$ cat src/rtl/imem_loadable.sv
// Run-time loadable instruction memory: a byte-stream loader fills a DEPTH-entry
// array, then the CPU fetches over a registered one-cycle-latency port with range checks.
module imem_loadable #(
    parameter int DATA_W = 8,
    parameter int ADDR_W = 8,
    parameter int DEPTH  = 32
) (
    input  logic              clk,
    input  logic              rst_n,
    input  logic              load_start,
    input  logic              load_valid,
    input  logic [DATA_W-1:0] load_data,
    input  logic              load_last,
    output logic              load_ready,
    output logic [ADDR_W:0]   load_count,
    output logic              prog_ready,
    input  logic              fetch_en,
    input  logic [ADDR_W-1:0] fetch_addr,
    output logic              fetch_valid,
    output logic [DATA_W-1:0] fetch_instr,
    output logic              fetch_err
);

    localparam int IDX_W = (DEPTH > 1) ? $clog2(DEPTH) : 1;
    localparam logic [ADDR_W:0] DEPTH_W = (ADDR_W + 1)'(DEPTH);
    localparam logic [ADDR_W:0] LAST_W  = (ADDR_W + 1)'(DEPTH - 1);
    localparam logic [ADDR_W:0] ONE_W   = (ADDR_W + 1)'(1);

    typedef enum logic [1:0] {
        EMPTY,
        LOAD,
        READY
    } state_t;

    state_t            state, state_next;
    logic [ADDR_W:0]   pointer;
    logic [DATA_W-1:0] mem [DEPTH];
    logic              beat;
    logic              done;
    logic              fetch_go;
    logic [ADDR_W:0]   addr_ext;

    assign addr_ext = {1'b0, fetch_addr};

    // NOTE: every signal written here gets a default first, so no path leaves one unassigned (no latch).
    always_comb begin
        state_next = state;
        beat       = 1'b0;
        done       = 1'b0;
        fetch_go   = 1'b0;
        case (state)
            EMPTY: begin
                if (load_start) state_next = LOAD;
            end
            LOAD: begin
                // A restart drops any beat presented in the same cycle.
                if (!load_start && load_valid && load_ready) begin
                    beat = 1'b1;
                    if (load_last || pointer == LAST_W) begin
                        done       = 1'b1;
                        state_next = READY;
                    end
                end
            end
            READY: begin
                if (load_start) state_next = LOAD;
                else            fetch_go   = fetch_en;
            end
            default: state_next = EMPTY;
        endcase
    end

    // NOTE: state is updated with non-blocking assignments so all flops sample pre-edge values.
    always_ff @(posedge clk or negedge rst_n) begin
        if (!rst_n) state <= EMPTY;
        else        state <= state_next;
    end

    always_ff @(posedge clk or negedge rst_n) begin
        if (!rst_n) begin
            pointer     <= '0;
            load_count  <= '0;
            load_ready  <= 1'b0;
            prog_ready  <= 1'b0;
            fetch_valid <= 1'b0;
            fetch_instr <= '0;
            fetch_err   <= 1'b0;
        end else begin
            if (load_start) begin
                pointer    <= '0;
                load_count <= '0;
                prog_ready <= 1'b0;
                load_ready <= 1'b1;
            end else if (beat) begin
                pointer <= pointer + ONE_W;
                if (done) begin
                    load_count <= pointer + ONE_W;
                    load_ready <= 1'b0;
                    prog_ready <= 1'b1;
                end
            end

            fetch_valid <= fetch_go;
            // Result registers hold their last value when no fetch is serviced.
            if (fetch_go) begin
                if (addr_ext >= DEPTH_W) begin
                    fetch_instr <= '0;
                    fetch_err   <= 1'b1;
                end else if (addr_ext < load_count) begin
                    fetch_instr <= mem[fetch_addr[IDX_W-1:0]];
                    fetch_err   <= 1'b0;
                end else begin
                    fetch_instr <= '0;
                    fetch_err   <= 1'b0;
                end
            end
        end
    end

    // NOTE: the array has no reset; contents are meaningless until a load completes.
    always_ff @(posedge clk) begin
        if (beat) mem[pointer[IDX_W-1:0]] <= load_data;
    end

endmodule

$ cat config.mk
export PLATFORM = sky130hd
export DESIGN_NAME = imem_loadable
export DESIGN_NICKNAME = d
export VERILOG_FILES = /design/src/rtl/imem_loadable.sv
export SDC_FILE = /design/constraint.sdc
export NUM_CORES = 1
export LEC_CHECK = 0
export CORE_ASPECT_RATIO = 1.75
export CORE_MARGIN = 3
export CORE_UTILIZATION = 60
export DETAILED_ROUTE_END_ITERATION = 10
export HOLD_SLACK_MARGIN = 0.12
export PLACE_DENSITY = 0.76
export SYNTH_ARGS = -nofsm -noshare
export SYNTH_HDL_FRONTEND = slang
export SYNTH_SLANG_ARGS = --single-unit
$ cat constraint.sdc
create_clock -name clk -period 2.9 [get_ports clk]
set_input_delay 0.435 -clock clk [delete_from_list [all_inputs] [get_ports clk]]
set_output_delay 0.435 -clock clk [all_outputs]
set_load 0.005 [all_outputs]
# Word-level counts from Yosys, hierarchy flattened
# Memory sizes are Yosys's and may differ from the RTL's.
# Index checks and enable logic that the tools add are counted.
[op_classes]
n_addsub = 1
multipliers = 0
div = 0
order_cmp = 2
eq_ne = 6
n_shift = 0
mux = 27
n_bitwise = 0
reduce_logical = 10
[op_table]
columns = ["cell", "n"]
rows = [
  ["9-bit two-way mux", 5],
  ["1-bit two-way mux", 16],
  ["8-bit two-way mux", 2],
  ["9-bit by 1-bit adder with 9-bit output (second input constant)", 1],
  ["9-bit by 5-bit == test with 1-bit output (second input constant)", 1],
  ["8-bit by 9-bit < comparator with 1-bit output", 1],
  ["8-bit by 6-bit >= comparator with 1-bit output (second input constant)", 1],
  ["2-bit two-way mux", 3],
  ["2-bit inequality test (second input constant)", 2],
  ["2-bit one-hot mux with 2 select lines", 1],
  ["2-bit nonzero test", 2],
  ["3-bit AND reduction", 1],
  ["2-bit by 1-bit == test with 1-bit output (second input constant)", 1],
  ["2-bit == test (second input constant)", 1],
  ["1-bit logical AND", 2],
  ["2-bit logical NOT", 1],
  ["2-bit by 1-bit inequality test with 1-bit output (second input constant)", 1],
  ["2-bit AND reduction", 1],
  ["2-bit OR reduction", 1],
  ["1-bit logical NOT", 1],
  ["1-bit logical OR", 1],
]
[word_totals]
regBits = 32
latch_bits = 0
mem_bits_rw = 256
rom_bits = 0
elab_cells = 55
memories = 1
[memory_table]
columns = ["name", "words", "width", "read_ports", "rd_ports_with_merged_regs", "write_ports", "line_no", "text"]
rows = [
  ["mem", 32, 8, 1, 0, 1, "37", "logic [DATA_W-1:0] mem [DEPTH];"],
]

# Longest topological paths before layout
[logic_depth]
word_depth = 8
mapped_depth = 9

# Worst setup path after synthesis
# Ideal clock, no wire load.
[synth_timing]
kind = "register -> register"
startpoint = "register pointer[2]"
endpoint = "memory mem[7][0] (enable)"
t_arrival_ps = 1528
slack_ps = 1001
path_stages_with_launch = 4
n_path_buf = 1
path_cell_list = "dfrtp_1 buf_1 or3b_2 nor2_1"
[synth_lines]
columns = ["element", "line_no", "text"]
rows = [
  ["start: declaration", "36", "logic [ADDR_W:0] pointer;"],
  ["start signal: assignment", "95", "pointer <= pointer + ONE_W;"],
  ["end: declaration", "37", ""],
]
# No word-level cell before the write port.

# Final worst setup path
[layout_timing]
startpoint = "input port fetch_addr[3]"
endpoint = "register fetch_instr[7]"
[layout_via]
elab_chain_cells = 3
elab_cells_between_ends = 5
classes_between = "order compare: 2; mux: 2; memory: 1"
[layout_lines]
columns = ["element", "line_no", "text"]
rows = [
  ["start: declaration", "18", "input logic [ADDR_W-1:0] fetch_addr,"],
  ["memory 32 x 8 bit or 8-bit by 9-bit < comparator with 1-bit output (tied branches)", "--", ""],
  ["8-bit two-way mux", "109", "end else if (addr_ext < load_count) begin"],
  ["8-bit two-way mux (*)", "106", "if (addr_ext >= DEPTH_W) begin"],
  ["end signal: assignment", "110", "fetch_instr <= mem[fetch_addr[IDX_W-1:0]];"],
  ["end: declaration", "20", "output logic [DATA_W-1:0] fetch_instr,"],
]
# Mark *: on every way between the ends. The rest lies on a longest branch, timed or not.
# A chain may end at the register's enable or synchronous reset.

==> summary.txt <==
Worst setup path
  – Crit start category: input port
  – WP data arrival: 2480 ps
  – Critical-path top delay cell: clkdlybuf4s50_1
  – CP Capture Type: register
  – Buffers and inverters on the worst path: 1
  – Crit path largest cell delay: 660 ps
  – CP delay by family, top: compound AO/OA/AOI/OAI gates
  – CP cell instances: clkdlybuf4s50_1 > ha_1 > nand4_1 > o311a_1 > o21ai_2 > o21ai_1
  – Worst Path Max Fanout: 12
  – CP Data Required Time: 3290 ps
  – Crit Path Class: in2reg

Yosys
  – YS warnings: 0
  – Synth Flop Type: edfxtp_1
  – Xor and xnor area share after synthesis: 0.892%
  – Syn nets: a little over 700
  – Adder-Cell Fraction of Synth Area: 1.17%
  – Post-synth EDFFs: 256
  – Synth top area share: 65.2%
  – Simple-Gate Fraction of Synth Area: under 10%
  – Synth Area in Compound Gates: ~4.4%
  – Post-synth ARST share: 11.1%
  – Mux cell area share after synthesis: 12.1%
  – Most frequent cell after synthesis: edfxtp_1
  – Synthesized area per cell: 17.2 um2
  – Cell taking the most area after synthesis: edfxtp_1
  – Largest cells by area after synthesis: edfxtp_1 (65%), mux4_2 (7.3%), dfrtp_1 (6.8%)
  – Count of different cell masters after synthesis: 54
  – Top cells by count, synth: edfxtp_1 (256), nor2_1 (48), mux4_2 (38)
  – Largest family of logic cells by synthesized area: multiplexers
  – FF+latch count, synth: approximately 290
  – Synthesized cell area: 0.0118 mm2
  – Sequential area share after synthesis: 72.0%
  – Post-synthesis instance total: approximately 690

Clock tree
  – CTS resizes: 0
  – Max H-tree Level: 1
  – Clock Latency Late Sink: 530 ps
  – CTS tree: yes
  – Clock Sinks: 288
  – Clock Path Buffers: 3
  – Hold-fix buffer count after cts: 0
  – Post-CTS Setup Bufs: 0
  – Worst-path clk slew: approximately 70 ps
  – Num CTS Buffers: 24
  – CTS root buf: clkbuf_16

Power
  – Logic gate share of total power: 5.9%
  – Sequential power share: 55.0%
  – Worst VDD drop: 606 uV
  – Leakage: roughly 4.6 nW
  – Internal: 0.00660 W
  – Pwr/cell area: roughly 620 mW/mm2
  – Switching Share: 20.5%
  – Clock network fraction of total power: a little under 40%
  – Switching power: between 0.0015 and 0.002 W

Timing
  – Max Transition Viols Final: 0
  – Fin crit share: 72.0%
  – Normalized max-slew margin: a little under half
  – Fmax: around 0.48 GHz
  – RSZ-0062 raised after global routing: no
  – Final Critical Period: 2090 ps
  – Post-route setup TNS: 0 ps
  – Slew at the pin with the worst max-slew slack: 780 ps
  – Final setup viols: 0
  – Post-route clock skew: approximately 9.4 ps
  – Final Hold Viols: 0

Worst hold path
  – Path category of the worst min-delay check: in2async

Routing
  – Residual DRC count: 0
  – DR iter-0 viols: 474
  – Final ANT Viol Nets: 0
  – WL per Instance: 24.6 um
  – Vias per std cell: between 6 and 7
  – Via count: between 6k and 7k
  – Final WL: 25300 um
  – Drt pass-1 iters: 5

Die
  – Die Footprint: 0.0214 mm2
  – Die Span Y: 191 um
  – Rows: 67
  – Core region area: 0.0192 mm2
  – Die width: 112 um
  – IO Count: 43
  – Initial Util: around three fifths

Finish
  – Reg area: ~0.0085 mm2
  – Multi-input logic area: 0.00296 mm2
  – Fill cell count: approximately 1.2k
  – Fin util: 70.2%
  – # nets final: roughly 800
  – Share of layout cells above drive strength 1: 22.2%
  – Antenna cells: 0
  – Fin cells: between 1k and 1.5k
  – P&R area growth vs syn: 14.4%

Place
  – PortBufs: between 40 and 50
  – DPL Wire Length: 17200 um
  – Placed insts: 985
  – GPL Wtd Cong: 0.888

Global routing
  – First-pass GRT wire length: 38800 um
  – Antenna violations before repair: 0
  – GRT Util Overall: between 20 and 25%
  – Largest net degree at the start of global routing: 35
  – Grt ovf: 0
  – Number of global-route vias before repair: about 6.5k

Status
  – Status: completed

Job
  – Max-Cap Viols: 0
==> logic make-up after synthesis <==
kind of cell,Yosys count
flops,288
simple gates,147
mux,88
compound gates,76
buf+inv,64
xor+xnor,12
fa+ha+maj,11
==> metal layers <==
layer / global-route usage (%) / wire [um]
met1: 29.0 / 8920
met2: 44.7 / 13900
met3: 2.72 / 1510
met4: 9.86 / 1020
met5: 0 / 0
==> sequential cells by signal, summed over array words and instances, names as in the netlist <==
| signal | count |
|---|---|
| load_ready | 1 |
| load_count | 9 |
| fetch_instr | 8 |
| pointer | 9 |
| fetch_valid | 1 |
| state | 2 |
| mem | 256 |
| prog_ready | 1 |
| fetch_err | 1 |
==> placed cells by master, fill, tap and decap left out, types with 11 or more instances in the layout <==
cell type,count
buf_4,48
nor2_1,48
mux2_2,32
nand2b_1,11
o22ai_1,16
edfxtp_1,256
mux4_2,38
inv_1,25
nand2_1,36
ha_1,11
clkdlybuf4s50_1,39
dfrtp_1,32
clkbuf_16,24
mux2i_1,16
==> area by class of cell <==
cell class,instances,share of cell area (%)
Sequential cell,288,63.0
Multi-Input combinational cell,334,22.0
Timing Repair Buffer,93,6.13
Clock buffer,30,4.77
Tap cell,241,2.24
Clock inverter,14,1.14
Inverter,29,0.807
==> stage by stage <==
| step | total power, W | cell area [um2] | hold slack, ps | setup WS (ps) |
|---|---|---|---|---|
| 2_1_floorplan | 0.00493 | 11800 | 139 | 1000 |
| 6_report | 0.00830 | 13500 | 336 | 813 |
| 3_3_place_gp | 0.00513 | 12700 | 486 | 441 |
| 3_5_place_dp | 0.00515 | 12700 | 491 | 344 |
| 4_1_cts | 0.00834 | 13500 | 341 | 873 |
| 5_1_grt | 0.00853 | 13500 | 377 | 698 |
==> path summary, 6_finish.rpt <==
check | from | end | slack, ps | depth (start not counted)
min | rst_n | fetch_valid | 340 | 2
max in group asynchronous | rst_n | pointer[3] | 2250 | 2
min reg2reg | prog_ready | prog_ready | 510 | 1
max reg2reg | state[1] | mem[30][6] | 940 | 5
min in group clk | prog_ready | prog_ready | 510 | 1
max | fetch_addr[3] | fetch_instr[7] | 810 | 6
==> power by group through the flow <==
stage	sequential, W	combinational [W]	clock, W
floorplan	0.00465	0.000274	0
global placement	0.00466	0.000477	0
detailed placement	0.00466	0.000490	0
CTS	0.00457	0.000493	0.00328
global route	0.00457	0.000526	0.00343
finish	0.00457	0.000490	0.00324
(Power assumes the default switching activity.)
